File: config.mk
export PLATFORM = sky130hd
export DESIGN_NAME = ps2_key_decoder_flat
export DESIGN_NICKNAME = d
export VERILOG_FILES = /design/src/rtl/ps2_key_decoder_if.sv /design/src/rtl/ps2_key_decoder.sv /design/src/flat_wrapper.sv
export SDC_FILE = /design/constraint.sdc
export NUM_CORES = 1
export LEC_CHECK = 0
export ABC_AREA = 1
export CAP_MARGIN = 20
export CORE_MARGIN = 2
export CORE_UTILIZATION = 30
export CTS_BUF_LIST = sky130_fd_sc_hd__clkbuf_4 sky130_fd_sc_hd__clkbuf_8
export DETAILED_ROUTE_END_ITERATION = 10
export GPL_TIMING_DRIVEN = 0
export HOLD_SLACK_MARGIN = 0.03
export SKIP_CTS_REPAIR_TIMING = 1
export SYNTH_ARGS = -nofsm -noshare
export SYNTH_HDL_FRONTEND = slang
export SYNTH_SLANG_ARGS = --single-unit
File: constraint.sdc
create_clock -name clk -period 2.1 [get_ports clk]
set_clock_uncertainty 0.15 [all_clocks]
set_input_delay 0.21 -clock clk [delete_from_list [all_inputs] [get_ports clk]]
set_output_delay 0.21 -clock clk [all_outputs]
set_load 0.02 [all_outputs]
File: src/rtl/ps2_key_decoder_if.sv
// Bus between the PS/2 pins, the key decoder and the game control block.
// The decoder sits on the master modport; the pins and consumer side use slave.
interface ps2_key_decoder_if;
  logic       ps2_clk;
  logic       ps2_data;
  logic       key_space;
  logic       key_left;
  logic       key_right;
  logic [7:0] scan_code;
  logic       byte_valid;
  logic       frame_err;
  logic       rx_state_dbg;
  logic [1:0] dec_state_dbg;

  // byte_valid and frame_err are single-cycle strobes with no ready: scan_code is
  // valid in the cycle byte_valid is high and holds until the next good byte.
  modport master (
    input  ps2_clk, ps2_data,
    output key_space, key_left, key_right, scan_code, byte_valid, frame_err,
    output rx_state_dbg, dec_state_dbg
  );
  modport slave (
    output ps2_clk, ps2_data,
    input  key_space, key_left, key_right, scan_code, byte_valid, frame_err,
    input  rx_state_dbg, dec_state_dbg
  );
endinterface

File: src/rtl/ps2_key_decoder.sv
// PS/2 receiver and make/break decoder producing held-key levels for space/left/right.
// Define KBD_WASD_EN to also drive key_left/key_right from the A and D keys.
module ps2_key_decoder #(
  parameter int FILTER_LEN     = 8,
  parameter int TIMEOUT_CYCLES = 100_000
) (
  input  logic                 clk,
  input  logic                 rst,
  ps2_key_decoder_if.master    bus
);
  localparam int FW = $clog2(FILTER_LEN + 1);
  localparam int TW = $clog2(TIMEOUT_CYCLES + 1);

  typedef enum logic       {RX_IDLE, RX_BITS} rx_state_e;
  typedef enum logic [1:0] {D_IDLE, D_EXT, D_BRK, D_EXT_BRK} dec_state_e;

  logic          clk_meta_q, clk_sync_q, data_meta_q, data_sync_q;
  logic          filt_q, filt_d;
  logic [FW-1:0] filt_cnt_q, filt_cnt_d;
  logic          fall_edge, timeout;
  rx_state_e     rx_state_q, rx_state_d;
  logic [3:0]    bit_cnt_q, bit_cnt_d;
  logic [8:0]    shift_q, shift_d;
  logic [TW-1:0] to_cnt_q, to_cnt_d;
  logic [7:0]    scan_code_q, scan_code_d;
  logic          byte_valid_q, byte_valid_d, frame_err_q, frame_err_d;
  dec_state_e    dec_state_q, dec_state_d;
  logic          space_q, space_d, left_arrow_q, left_arrow_d, right_arrow_q, right_arrow_d;
`ifdef KBD_WASD_EN
  logic          left_letter_q, left_letter_d, right_letter_q, right_letter_d;
`endif

  always_ff @(posedge clk or negedge rst) begin
    if (!rst) begin
      clk_meta_q    <= 1'b1;
      clk_sync_q    <= 1'b1;
      data_meta_q   <= 1'b1;
      data_sync_q   <= 1'b1;
      filt_q        <= 1'b1;
      filt_cnt_q    <= '0;
      rx_state_q    <= RX_IDLE;
      bit_cnt_q     <= '0;
      shift_q       <= '0;
      to_cnt_q      <= '0;
      scan_code_q   <= '0;
      byte_valid_q  <= 1'b0;
      frame_err_q   <= 1'b0;
      dec_state_q   <= D_IDLE;
      space_q       <= 1'b0;
      left_arrow_q  <= 1'b0;
      right_arrow_q <= 1'b0;
`ifdef KBD_WASD_EN
      left_letter_q  <= 1'b0;
      right_letter_q <= 1'b0;
`endif
    end else begin
      clk_meta_q    <= bus.ps2_clk;
      clk_sync_q    <= clk_meta_q;
      data_meta_q   <= bus.ps2_data;
      data_sync_q   <= data_meta_q;
      filt_q        <= filt_d;
      filt_cnt_q    <= filt_cnt_d;
      rx_state_q    <= rx_state_d;
      bit_cnt_q     <= bit_cnt_d;
      shift_q       <= shift_d;
      to_cnt_q      <= to_cnt_d;
      scan_code_q   <= scan_code_d;
      byte_valid_q  <= byte_valid_d;
      frame_err_q   <= frame_err_d;
      dec_state_q   <= dec_state_d;
      space_q       <= space_d;
      left_arrow_q  <= left_arrow_d;
      right_arrow_q <= right_arrow_d;
`ifdef KBD_WASD_EN
      left_letter_q  <= left_letter_d;
      right_letter_q <= right_letter_d;
`endif
    end
  end

  // The filtered clock only flips after FILTER_LEN consecutive disagreeing samples.
  always_comb begin
    filt_d     = filt_q;
    filt_cnt_d = '0;
    if (clk_sync_q != filt_q) begin
      if (filt_cnt_q == FW'(FILTER_LEN - 1)) filt_d = clk_sync_q;
      else filt_cnt_d = filt_cnt_q + 1'b1;
    end
  end

  assign fall_edge = filt_q & ~filt_d;
  assign timeout   = (rx_state_q == RX_BITS) && !fall_edge &&
                     (to_cnt_q == TW'(TIMEOUT_CYCLES - 1));

  always_comb begin
    rx_state_d = rx_state_q;
    case (rx_state_q)
      RX_IDLE: if (fall_edge && !data_sync_q) rx_state_d = RX_BITS;
      RX_BITS: if ((fall_edge && bit_cnt_q == 4'd10) || timeout) rx_state_d = RX_IDLE;
      default: rx_state_d = RX_IDLE;
    endcase
  end

  // Shift register holds data bits 1-8 and parity; the stop bit is checked live.
  always_comb begin
    bit_cnt_d    = bit_cnt_q;
    shift_d      = shift_q;
    to_cnt_d     = '0;
    scan_code_d  = scan_code_q;
    byte_valid_d = 1'b0;
    frame_err_d  = 1'b0;
    case (rx_state_q)
      RX_IDLE: if (fall_edge && !data_sync_q) bit_cnt_d = 4'd1;
      RX_BITS: begin
        if (fall_edge) begin
          if (bit_cnt_q == 4'd10) begin
            bit_cnt_d = '0;
            if ((^shift_q) && data_sync_q) begin
              scan_code_d  = shift_q[7:0];
              byte_valid_d = 1'b1;
            end else begin
              frame_err_d = 1'b1;
            end
          end else begin
            shift_d   = {data_sync_q, shift_q[8:1]};
            bit_cnt_d = bit_cnt_q + 4'd1;
          end
        end else if (timeout) begin
          bit_cnt_d   = '0;
          frame_err_d = 1'b1;
        end else begin
          to_cnt_d = to_cnt_q + 1'b1;
        end
      end
      default: bit_cnt_d = '0;
    endcase
  end

  always_comb begin
    dec_state_d = dec_state_q;
    if (byte_valid_q) begin
      case (dec_state_q)
        D_IDLE: begin
          if (scan_code_q == 8'hE0)      dec_state_d = D_EXT;
          else if (scan_code_q == 8'hF0) dec_state_d = D_BRK;
        end
        D_EXT:   dec_state_d = (scan_code_q == 8'hF0) ? D_EXT_BRK : D_IDLE;
        default: dec_state_d = D_IDLE;
      endcase
    end
  end

  always_comb begin
    space_d       = space_q;
    left_arrow_d  = left_arrow_q;
    right_arrow_d = right_arrow_q;
`ifdef KBD_WASD_EN
    left_letter_d  = left_letter_q;
    right_letter_d = right_letter_q;
`endif
    if (byte_valid_q) begin
      case (dec_state_q)
        D_IDLE: begin
          if (scan_code_q == 8'h29) space_d = 1'b1;
`ifdef KBD_WASD_EN
          if (scan_code_q == 8'h1C) left_letter_d  = 1'b1;
          if (scan_code_q == 8'h23) right_letter_d = 1'b1;
`endif
        end
        D_EXT: begin
          if (scan_code_q == 8'h6B) left_arrow_d  = 1'b1;
          if (scan_code_q == 8'h74) right_arrow_d = 1'b1;
        end
        D_BRK: begin
          if (scan_code_q == 8'h29) space_d = 1'b0;
`ifdef KBD_WASD_EN
          if (scan_code_q == 8'h1C) left_letter_d  = 1'b0;
          if (scan_code_q == 8'h23) right_letter_d = 1'b0;
`endif
        end
        default: begin
          if (scan_code_q == 8'h6B) left_arrow_d  = 1'b0;
          if (scan_code_q == 8'h74) right_arrow_d = 1'b0;
        end
      endcase
    end
  end

  assign bus.key_space     = space_q;
`ifdef KBD_WASD_EN
  assign bus.key_left      = left_arrow_q | left_letter_q;
  assign bus.key_right     = right_arrow_q | right_letter_q;
`else
  assign bus.key_left      = left_arrow_q;
  assign bus.key_right     = right_arrow_q;
`endif
  assign bus.scan_code     = scan_code_q;
  assign bus.byte_valid    = byte_valid_q;
  assign bus.frame_err     = frame_err_q;
  assign bus.rx_state_dbg  = rx_state_q;
  assign bus.dec_state_dbg = dec_state_q;
endmodule
File: src/flat_wrapper.sv
// flat-port wrapper written by rule: the top's interface ports become plain ports
module ps2_key_decoder_flat 
#(
  parameter int FILTER_LEN     = 8,
  parameter int TIMEOUT_CYCLES = 100_000
)
  (clk, rst, bus_ps2_clk, bus_ps2_data, bus_key_space, bus_key_left, bus_key_right, bus_scan_code, bus_byte_valid, bus_frame_err, bus_rx_state_dbg, bus_dec_state_dbg);
  ps2_key_decoder_if bus_i ();
  input  logic clk;
  input  logic rst;
  input wire logic [$bits(bus_i.ps2_clk)-1:0] bus_ps2_clk;
  input wire logic [$bits(bus_i.ps2_data)-1:0] bus_ps2_data;
  output wire logic [$bits(bus_i.key_space)-1:0] bus_key_space;
  output wire logic [$bits(bus_i.key_left)-1:0] bus_key_left;
  output wire logic [$bits(bus_i.key_right)-1:0] bus_key_right;
  output wire logic [$bits(bus_i.scan_code)-1:0] bus_scan_code;
  output wire logic [$bits(bus_i.byte_valid)-1:0] bus_byte_valid;
  output wire logic [$bits(bus_i.frame_err)-1:0] bus_frame_err;
  output wire logic [$bits(bus_i.rx_state_dbg)-1:0] bus_rx_state_dbg;
  output wire logic [$bits(bus_i.dec_state_dbg)-1:0] bus_dec_state_dbg;
  assign bus_i.ps2_clk = bus_ps2_clk;
  assign bus_i.ps2_data = bus_ps2_data;
  assign bus_key_space = bus_i.key_space;
  assign bus_key_left = bus_i.key_left;
  assign bus_key_right = bus_i.key_right;
  assign bus_scan_code = bus_i.scan_code;
  assign bus_byte_valid = bus_i.byte_valid;
  assign bus_frame_err = bus_i.frame_err;
  assign bus_rx_state_dbg = bus_i.rx_state_dbg;
  assign bus_dec_state_dbg = bus_i.dec_state_dbg;
  ps2_key_decoder #(.FILTER_LEN(FILTER_LEN), .TIMEOUT_CYCLES(TIMEOUT_CYCLES)) u_core (.clk(clk), .rst(rst), .bus(bus_i));
endmodule
; Word-level counts from Yosys, hierarchy flattened
; Index checks and enable logic that the tools add are counted.
[totals]
ff_bits = 55
in_bits = 4
elab_cells = 97
[op_classes]
n_addsub = 3
eq_ne = 16
n_mux = 37
n_bitwise = 5
n_reduce_logical = 19
[ops]
columns = op, n
row1 = $mux W17, 3
row2 = $mux W4, 6
row3 = $mux W1, 19
row4 = $add A17 B1 Y17 const B, 1
row5 = $eq A17 B17 Y1 const B, 1
row6 = $eq A8 B7 Y1 const B, 2
row7 = $eq A8 B8 Y1 const B, 2
row8 = $reduce_and A3 Y1, 3
row9 = $reduce_xor A9 Y1, 1
row10 = $add A4 B1 Y4 const B, 2
row11 = $eq A8 B6 Y1 const B, 1
row12 = $pmux W1 S2, 4
row13 = $pmux W4 S2, 1
row14 = $reduce_and A4 Y1, 2
row15 = $mux W2, 3
row16 = $ne A2 B1 Y1 const B, 3
row17 = $ne A3 B1 Y1 const B, 2
row18 = $logic_and A1 B1 Y1, 5
row19 = $eq A4 B3 Y1 const B, 1
row20 = $eq A4 B4 Y1 const B, 1
row21 = $not A1 Y1, 4
row22 = $pmux W2 S2, 1
row23 = $reduce_and A2 Y1, 2
row24 = $eq A2 B1 Y1 const B, 1
row25 = 8 further kinds, 9

; Logic depth before layout (Yosys ltp)
; Gate-level depths: netlist of the first run.
[logic_depth]
depth_word = 11
depth_mapped = 11
depth_no_buf = 11

; Worst setup path after synthesis of the first run
; No wires, ideal clock.
[synth_path]
path_kind = register -> register
startpoint = register u_core.filt_cnt_q[0]
endpoint = register u_core.scan_code_q[3] (netlist: u_core.bus.scan_code[3])
t_arrival_ns = 1.552
t_required_ns = 1.832
setup_slack_ns = 0.280
stages_incl_launch_ff = 11
path_buffers = 0
period_less_slack_ns = 1.820
cell_sequence = dfrtp_1 ha_1 nand2_2 nor2_4 inv_2 nor2_8 inv_4 nor3_4 nand4_4 nand2_1 nand2_1
[synth_via]
elab_chain_len = 6
[synth_lines]
columns = element, line
row1 = start: declaration, ps2_key_decoder.sv:19  ; logic [FW-1:0] filt_cnt_q, filt_cnt_d;
row2 = start signal: assignment, ps2_key_decoder.sv:62  ; filt_cnt_q <= filt_cnt_d;
row3 = $eq A4 B3 Y1, ps2_key_decoder.sv:86  ; if (filt_cnt_q == FW'(FILTER_LEN - 1)) filt_d = clk_sync_q;
row4 = $mux W1, ps2_key_decoder.sv:86
row5 = $mux W1, ps2_key_decoder.sv:85  ; if (clk_sync_q != filt_q) begin
row6 = $not A1 Y1, ps2_key_decoder.sv:91  ; assign fall_edge = filt_q & ~filt_d;
row7 = $and A1 B1 Y1, ps2_key_decoder.sv:91
row8 = $reduce_and A4 Y1 (no source line), --
row9 = end signal: assignment, ps2_key_decoder.sv:67  ; scan_code_q <= scan_code_d;
row10 = end: declaration, ps2_key_decoder.sv:25  ; logic [7:0] scan_code_q, scan_code_d;
; Every way passes these cells.
; A chain may end at the register's enable or synchronous reset.

; Worst setup path in the final report of the first run
[layout_path]
startpoint = register u_core.filt_cnt_q[0]
endpoint = register u_core.to_cnt_q[9]
[layout_via]
elab_chain_len = 11
[layout_lines]
columns = element, line
row1 = $eq A4 B3 Y1 *, ps2_key_decoder.sv:86
row2 = $mux W1 *, ps2_key_decoder.sv:86
row3 = $mux W1 *, ps2_key_decoder.sv:85
row4 = $not A1 Y1 *, ps2_key_decoder.sv:91
row5 = $and A1 B1 Y1 *, ps2_key_decoder.sv:91
row6 = $logic_not A1 Y1, ps2_key_decoder.sv:92  ; assign timeout = (rx_state_q == RX_BITS) && !fall_edge &&
row7 = $logic_and A1 B1 Y1 (2 in a row), ps2_key_decoder.sv:92
row8 = $mux W17, ps2_key_decoder.sv:128  ; end else if (timeout) begin
row9 = $mux W17 *, ps2_key_decoder.sv:115  ; if (fall_edge) begin
row10 = $mux W17 *, ps2_key_decoder.sv:112  ; case (rx_state_q)
row11 = net u_core.to_cnt_d[9], ps2_key_decoder.sv:24  ; logic [TW-1:0] to_cnt_q, to_cnt_d;
row12 = end signal: assignment, ps2_key_decoder.sv:66  ; to_cnt_q <= to_cnt_d;
row13 = end: declaration, ps2_key_decoder.sv:24
; Mark *: on every way through the listed nets, which the timed path passes. The rest lies on a longest branch.

==> summary.txt, run 1 <==
status -> complete, no violations
IO buf count -> 19
Post-Syn Nets -> 344
Mapped Cells -> 336
number of setup violations in the final report -> 0
Root Buffer -> clkbuf_8
post-synthesis register bit count -> 55
dpl ws -> -4.797 ps
mean number of vias per cell -> 4.562
nets@finish -> 376
Syn Area/Cell -> 8.189 sq um
WL/cell -> 10.83 um
core box area -> 0.008806 sq mm
# IOs -> 20
fin area -> 0.003252 sq mm
largest net degree at the start of global routing -> 30
min Tclk post-route -> 1931 ps
Worst Path Required -> 2190 ps
kind of critical path -> reg -> reg
Arr. time, crit path -> 2020 ps
width of the chip -> 99.77 um
Post-DP Area -> 0.003092 sq mm
most frequent cells in the layout -> 90 x nand2_1, 50 x dfrtp_1, 44 x inv_1
via count -> 2176
WL final -> 5165 um
Routability Congestion -> 0.8633
Final WS setup -> 169.0 ps
share of cells above drive strength 1 -> 9.756%
Startpoint Class -> register
slowest CP cell -> dfrtp_1
Static Leak -> 1.553 nW
Fin. Hold Viols -> 0
GRT Util Overall -> 11.47%
Yosys Warn Count -> 0
# rows -> 34
# diodes -> 0
commonest non-fill, non-tap cell in the layout -> nand2_1
Post-Layout Cell Count -> 477
via count of the first global-routing pass -> 2140
CP bufs+invs -> 4
delay-heaviest family, CP -> simple AND/OR/NAND/NOR gates
Reg area -> 0.001383 sq mm
Area Growth Syn to Fin -> 18.19%
clock sink count -> 55
Detailed Place HPWL -> 3818 um
hold crit path type -> in -> reg
GRT Residual Overflow -> 0
Design Power -> 1.949 mW
Die Ht -> 99.77 um
Slew Viols, Final -> 0
CTS H-tree depth -> 2
CP peak stage delay -> 410 ps
CTS tree -> built
unrepaired setup endpoints after global routing -> false
area of the multi-input gates -> 0.001180 sq mm
CP endpoint kind -> register
Pre-Repair DR Iteration Count -> 4
placed insts -> 464
VDD IR-drop max -> 269.0 uV
Max-slew headroom -> 58.51%
initial core utilization -> 31.24%
Cell Area, Synth -> 0.002751 sq mm
fillcell total -> 898
clk_lat worst skew -> 310 ps
first-pass GRT wire length -> 9370 um
Clock Path Buffers -> 2
Worst-Margin Slew -> 622.4 ps
Post-DRT Antenna Nets -> 0
period utilization -> 91.95%
CTS clk-pin slew, worst paths -> 100 ps
CTS buffer count -> 5
initial antenna violation count -> 0
residual DRC count -> 0
cells along the critical path -> ha_1 -> nand2_2 -> nor2_4 -> inv_2 -> nor2_8 -> inv_4 -> o21ai_0 -> nor2_2 -> inv_1 -> clkbuf_4 -> nor2_1
Seq/Total Area, Yosys -> 50.25%
Max Cap Viol -> 0
unique cell type count in the Yosys netlist -> 35
worst-path fanout max -> 10
power per cell area -> 599.4 mW/mm^2
initial detailed-routing violation count -> 78
maximum operating frequency -> 517.9 MHz
Die ar. -> 0.009953 sq mm
## final timing paths
path / from / to / slack [ps] / cells past startpoint
max in group asynchronous: rst / u_core.data_sync_q / 860 / 3
worst max register to register: u_core.filt_cnt_q[0] / u_core.to_cnt_q[9] / 170 / 11
worst max-delay path: u_core.filt_cnt_q[0] / u_core.to_cnt_q[9] / 170 / 11
worst min-delay path: bus_ps2_clk / u_core.clk_meta_q / 140 / 1
worst min register to register: u_core.data_meta_q / u_core.data_sync_q / 210 / 0
min in group asynchronous: rst / u_core.to_cnt_q[15] / 290 / 2
## synthesized netlist by cell type, drive strengths merged
master	number	area share, %
nand2	92	13
dfrtp	50	45
inv	48	6.6
nor2	41	6.7
nand3	26	4.9
o21ai	20	3.6
nor3	12	2.6
xor2	8	2.5
a21oi	6	1.1
dfstp	5	4.8
nand4	5	1.7
ha	4	1.8
o21bai	3	0.82
xnor2	3	0.96
and3	2	0.50
mux2i	2	0.73
nor4	2	0.45
a22oi	1	0.27
a31oi	1	0.23
and2	1	0.23
buf	1	0.18
clkbuf	1	0.14
mux2	1	0.41
nand3b	1	0.27
## per-layer routing
metal  GRT usage (%)  vias up  wire (um)
li1                -     1126          -
met1           15.32     1016       2631
met2           18.24       24       2284
met3           1.757       10        133
met4           5.479        0        116
met5               0        -          0
## kinds of logic (layout without fill, tap and decap cells)
kind of cell | after synthesis | count (layout) | share of synthesized area (%)
xor+xnor | 11 | 11 | 3.502
simple gates | 182 | 182 | 30.29
fa+ha+maj | 4 | 4 | 1.819
compound gates | 31 | 31 | 6.049
buf+inv | 50 | 83 | 6.958
mux | 3 | 3 | 1.137
flops | 55 | 55 | 50.25
## through the flow
stage | utilization (%) | hold WS (ps) | TNS [ps]
final | 36.93 | 139.8 | 0
after global placement | 34.94 | 196.1 | -53420
after global routing | 36.93 | 133.3 | 0
after floorplan | - | -235.6 | 0
after detailed placement | 35.11 | 118.2 | -12.26
after CTS | 36.40 | -232.7 | -139.0
## flip-flops by register name, summed over array words and instances (netlist names)
signal,flops
u_core.bus.rx_state_dbg,1
u_core.bus.key_left,1
u_core.to_cnt_q,17
u_core.filt_q,1
u_core.data_meta_q,1
u_core.bus.key_space,1
u_core.bit_cnt_q,4
u_core.bus.frame_err,1
u_core.shift_q,9
u_core.data_sync_q,1
u_core.bus.dec_state_dbg,2
u_core.bus.byte_valid,1
u_core.clk_meta_q,1
u_core.bus.key_right,1
u_core.filt_cnt_q,4
u_core.clk_sync_q,1
u_core.bus.scan_code,8
## area by class of cell
type | count | share of cell area [%]
Inverter | 48 | 5.618
Multi-Input combinational cell | 231 | 36.28
Timing Repair Buffer | 25 | 7.541
Clock buffer | 6 | 2.347
Buffer | 2 | 0.3848
Tap cell | 108 | 4.155
Clock inverter | 2 | 1.154
Sequential cell | 55 | 42.52
## report_power, final
| group | leakage, nW | switching (mW) | internal [mW] |
|---|---|---|---|
| Sequential | 0.749 | 0.0239 | 1.10 |
| Combinational | 0.750 | 0.0681 | 0.0476 |
| Clock | 0.0548 | 0.342 | 0.369 |
Power figures use the tool's default switching activity.
==> run 2, diff against run 1 <==
--- a/config.mk
+++ b/config.mk
@@ -14,6 +14,7 @@
 export GPL_TIMING_DRIVEN = 0
 export HOLD_SLACK_MARGIN = 0.03
 export SKIP_CTS_REPAIR_TIMING = 1
+export SLEW_MARGIN = 30
 export SYNTH_ARGS = -nofsm -noshare
 export SYNTH_HDL_FRONTEND = slang
 export SYNTH_SLANG_ARGS = --single-unit
==> constraint.sdc (replaced) <==
create_clock -name clk -period 2.4 [get_ports clk]
set_clock_uncertainty 0.15 [all_clocks]
set_input_delay 0.24 -clock clk [delete_from_list [all_inputs] [get_ports clk]]
set_output_delay 0.24 -clock clk [all_outputs]
set_load 0.02 [all_outputs]
==> summary.txt, run 2 (synthesized netlist as in run 1, its figures left out) <==
GRT Residual Overflow -> 0
delay-heaviest family, CP -> simple AND/OR/NAND/NOR gates
Design Power -> 1.701 mW
CP peak stage delay -> 390 ps
# rows -> 34
worst-path fanout max -> 10
Static Leak -> 1.527 nW
commonest non-fill, non-tap cell in the layout -> nand2_1
CTS H-tree depth -> 2
width of the chip -> 99.77 um
fin area -> 0.003218 sq mm
R2R depth -> 10
core box area -> 0.008806 sq mm
power per cell area -> 528.6 mW/mm^2
initial antenna violation count -> 0
Arr. time, crit path -> 2150 ps
Critical Path Stages -> 10
Detailed Place HPWL -> 3818 um
most used cell, CP -> nand2_1
Die Ht -> 99.77 um
Root Buffer -> clkbuf_8
most frequent cells in the layout -> 90 x nand2_1, 50 x dfrtp_1, 44 x inv_1
unrepaired setup endpoints after global routing -> false
residual DRC count -> 0
number of setup violations in the final report -> 0
Slew Viols, Final -> 0
dpl ws -> 295.2 ps
kind of critical path -> reg -> reg
Worst-Margin Slew -> 495.3 ps
VDD IR-drop max -> 241.6 uV
min Tclk post-route -> 2087 ps
IO buf count -> 19
Post-DRT Antenna Nets -> 0
# diodes -> 0
Startpoint Class -> register
hold crit path type -> in -> reg
via count -> 2184
clock sink count -> 55
hold path cells -> 1
slowest CP cell -> dfrtp_1
Final WS setup -> 312.8 ps
max reg flops -> 17
Worst Path Required -> 2460 ps
Routability Congestion -> 0.8633
WL/cell -> 10.83 um
share of cells above drive strength 1 -> 8.219%
placed insts -> 464
GRT Util Overall -> 11.45%
maximum operating frequency -> 479.1 MHz
CTS buffer count -> 5
Clock Path Buffers -> 2
cells along the critical path -> ha_1 -> nand2_2 -> nor2_4 -> inv_2 -> nor2_8 -> inv_4 -> nor3_4 -> nand4_4 -> nand2_1 -> nand2_1
mean number of vias per cell -> 4.617
Post-DP Area -> 0.003094 sq mm
Max Cap Viol -> 0
WHS -> 171.0 ps
initial detailed-routing violation count -> 57
setup tns final -> 0 ps
Die ar. -> 0.009953 sq mm
first-pass GRT wire length -> 9356 um
final core utilization -> 36.54%
clk_lat worst skew -> 310 ps
Max-slew headroom -> 66.87%
CTS clk-pin slew, worst paths -> 100 ps
via count of the first global-routing pass -> 2136
initial core utilization -> 31.24%
Pre-Repair DR Iteration Count -> 4
# IOs -> 20
CP bufs+invs -> 2
Fin. Hold Viols -> 0
WL final -> 5124 um
largest net degree at the start of global routing -> 30
status -> complete, no violations
CP endpoint kind -> register
Area Growth Syn to Fin -> 16.96%
fillcell total -> 899
CTS tree -> built
Post-Layout Cell Count -> 473
period utilization -> 86.97%
nets@finish -> 372
setup slack, reg-to-reg -> 310 ps
Top reg by flops -> u_core.to_cnt_q
-- run 2: changes by cell type in the layout (fill, tap and decap cells not counted), sizes merged --
cell,previous run,this run
buf,6,3
clkbuf,8,7
-- run 2: final timing paths --
| kind | to | startpoint |
|---|---|---|
| worst max-delay path | u_core.bus.scan_code[7] | u_core.filt_cnt_q[0] |
| worst min-delay path | u_core.clk_meta_q | bus_ps2_clk |
| worst max register to register | u_core.bus.scan_code[7] | u_core.filt_cnt_q[0] |
| worst min register to register | u_core.data_sync_q | u_core.data_meta_q |
| max in group asynchronous | u_core.data_sync_q | rst |
| min in group asynchronous | u_core.to_cnt_q[15] | rst |
-- run 2: final cells by class --
cell class                      instances  area [sq um]  area share [%]
Sequential cell                        55          1383           42.96
Multi-Input combinational cell        231          1177           36.59
Timing Repair Buffer                   21         217.7           6.765
Inverter                               48         182.7           5.677
Tap cell                              108         135.1           4.199
Clock buffer                            6         76.32           2.372
Clock inverter                          2         37.54           1.166
Buffer                                  2         8.758          0.2722
-- run 2: where the power goes --
group,switching [mW],internal (mW)
sequential,0.0212,0.961
combinational,0.0575,0.0351
clock,0.303,0.323
total,0.382,1.32
-- run 2: worst reg2reg max path, delay by kind of cell (launching register included) --
| family | cells | cell delay, ps |
|---|---|---|
| simple gates | 7 | 1140 |
| buf+inv | 2 | 130 |
| fa+ha+maj | 1 | 190 |
| flops | 1 | 390 |
-- run 2: layer usage --
layer  up-vias  GRT usage, %  wire length (um)
li1       1118             -                 -
met1      1032         15.27              2609
met2        24         18.24              2280
met3        10         1.757               118
met4         0         5.479               116
met5         -             0                 0
==> run 3, diff against run 2 <==
==> constraint.sdc (replaced) <==
create_clock -name clk -period 2.4 [get_ports clk]
set_clock_uncertainty 0.15 [all_clocks]
set_input_delay 0.24 -clock clk [delete_from_list [all_inputs] [get_ports clk]]
set_output_delay 0.24 -clock clk [all_outputs]
set_load 0.01 [all_outputs]
==> results of run 3 <==
Same layout as run 2 (identical final DEF). Status: complete, no violations.
==> variant (settings of run 1) <==
`FILTER_LEN` is set to 8 in 2 places; all go to 32.
--- a/src/rtl/ps2_key_decoder.sv
+++ b/src/rtl/ps2_key_decoder.sv
@@ -1,7 +1,7 @@
 // PS/2 receiver and make/break decoder producing held-key levels for space/left/right.
 // Define KBD_WASD_EN to also drive key_left/key_right from the A and D keys.
 module ps2_key_decoder #(
-  parameter int FILTER_LEN     = 8,
+  parameter int FILTER_LEN     = 32,
   parameter int TIMEOUT_CYCLES = 100_000
 ) (
   input  logic                 clk,
--- a/src/flat_wrapper.sv
+++ b/src/flat_wrapper.sv
@@ -1,7 +1,7 @@
 // flat-port wrapper written by rule: the top's interface ports become plain ports
 module ps2_key_decoder_flat 
 #(
-  parameter int FILTER_LEN     = 8,
+  parameter int FILTER_LEN     = 32,
   parameter int TIMEOUT_CYCLES = 100_000
 )
   (clk, rst, bus_ps2_clk, bus_ps2_data, bus_key_space, bus_key_left, bus_key_right, bus_scan_code, bus_byte_valid, bus_frame_err, bus_rx_state_dbg, bus_dec_state_dbg);
Behaviour: no difference found for any inputs over 10 cycles, from zero or initial values and one cycle with rst low; that may be too few to reach the edited logic, so the function may still have changed.
==> variant against run 1 <==
Worst setup slack improved by 0.042 ns; largest cell class unchanged; non-clock buffer count decreased by 3; worst hold slack got worse by 0.0028 ns; highest routed layer unchanged; synthesized area up 6.9%; routed wire length rose by 8.7%; sequential cell count grew 2; final area rose by 9.3%; count of clock-buffer cells in the layout increased by 8; core utilization about the same.
Power is not compared: it rests on default switching activity, and its combinational part moved more than twofold at a synthesized area within 25%.
==> variant: results (changes against run 1) <==
WORST HOLD PATH
--------------------------------------------------------------------------------------------------
Origin of the worst min-delay path                                                    bus_ps2_data
WHS Endpoint                                                                          u_core.data_meta_q

ROUTING
--------------------------------------------------------------------------------------------------
Drt via density                                                                              4.389   -3.8%
Sum of routed wire length over all layers                                             5612 microns   +8.7%
Detail Route met3 WL                                                                   158 microns   +19%
Routed length per placed instance                                                     10.69 microns   -1.3%
Met2 WL                                                                               2619 microns   +15%

YOSYS
--------------------------------------------------------------------------------------------------
Ranking of synthesized cells by instance count                                        100 x sky130_fd_sc_hd__nand2_1, 52 x sky130_fd_sc_hd__dfrtp_1, 41 x sky130_fd_sc_hd__nor2_1, 40 x sky130_fd_sc_hd__inv_1, 27 x sky130_fd_sc_hd__nand3_1
Post-synthesis sequential area ratio                                                        0.4872   -0.01527
Most instantiated flip-flop cell in the synthesis netlist                             sky130_fd_sc_hd__dfrtp_1
Number of nets in the synthesized netlist                                                      363   +5.5%

CLOCK TREE
--------------------------------------------------------------------------------------------------
Clock transition time at the flip-flop clock pins of the worst setup and hold paths        0.06 ns   -0.04 ns
Clock latency reported for the late side of the worst-skew pair                            0.33 ns   +0.02 ns
Number of buffers added by the clock tree synthesis step                                         9   +4
CTS H-tree lvls                                                                                  3   +1

CRITICAL PATH
--------------------------------------------------------------------------------------------------
Count of cells along the worst register-to-register path                                         9   -2
Worst EP arrival                                                                           1.95 ns   -0.07 ns
Critical R2R Capture                                                                  u_core.bus.scan_code[0]
R2R setup slack                                                                            0.21 ns   +0.04 ns
Origin of the critical flop-to-flop path                                              u_core.bit_cnt_q[0]

PLACEMENT
--------------------------------------------------------------------------------------------------
# placed instances                                                                             508   +9.5%
Gpl congestion                                                                              0.8180   -5.2%
Placed instance area                                                                    3312 sq um   +7.1%
Total half-perimeter wirelength after legalization and detailed placement             4072 microns   +6.6%

GRT
--------------------------------------------------------------------------------------------------
Via count of the first global-routing pass                                                   2,289   +7.0%
GRT Total Usage                                                                             0.1208   +0.006084
Met2 routing resource usage after global routing                                            0.1933   +0.01087
Met1 demand-to-capacity share in global routing                                             0.1539   +0.0007789
GR Util met3                                                                               0.04339   +0.02582
Global-route wire length before repair                                                10,130 microns   +8.1%

FINISH
--------------------------------------------------------------------------------------------------
Net count reported at finish                                                                   395   +5.1%
Number of filler cells placed in the layout                                                  1,022   +14%

TIMING
--------------------------------------------------------------------------------------------------
Smallest hold slack                                                                      0.1370 ns   -0.002773 ns

OUTCOME
--------------------------------------------------------------------------------------------------
Status                                                                                finished, final reports clean

==> variant: worst max-delay path: cells and delay by family (launching register included) <==
| family | cells | cell delay (ns) |
|---|---|---|
| buf+inv | 1 | 0.08 |
| flops | 1 | 0.41 |
| fa+ha+maj | 1 | 0.14 |
| simple gates | 7 | 1.00 |
==> variant: worst max-delay path by stage <==
stage	startpoint	to	slack, ns
floorplan	u_core.bit_cnt_q[0]	u_core.bus.scan_code[7]	0.38
global placement	rst	u_core.filt_cnt_q[0]	-1.15
detailed placement	u_core.bit_cnt_q[0]	u_core.bus.scan_code[4]	0.20
CTS	u_core.filt_cnt_q[0]	u_core.bus.scan_code[4]	0.19
global route	u_core.bit_cnt_q[0]	u_core.bus.scan_code[7]	0.04
finish	u_core.bit_cnt_q[0]	u_core.bus.scan_code[0]	0.21
==> variant: logic make-up after synthesis <==
group / after synthesis / synth area share
simple gates: 207 / 0.3294
flops: 57 / 0.4872
buf+inv: 45 / 0.06255
compound gates: 28 / 0.06127
xor+xnor: 12 / 0.03574
fa+ha+maj: 4 / 0.01702
mux: 2 / 0.006809
==> variant: per-stage QoR <==
stage               utilization  setup WS [ns]
floorplan                     -         0.3764
finish                   0.3689         0.2113
global placement         0.3420         -1.155
detailed placement       0.3436         0.1979
CTS                      0.3679         0.1912
global route             0.3689        0.03907
==> variant: final cells by class <==
type,instances,area [sq um],area share
Sequential cell,57,1433,0.4029
Multi-Input combinational cell,253,1324,0.3723
Timing Repair Buffer,21,215.2,0.06052
Clock buffer,14,173.9,0.04891
Tap cell,133,166.4,0.04680
Inverter,42,157.7,0.04433
Clock inverter,2,60.06,0.01689
Buffer,3,26.28,0.007389
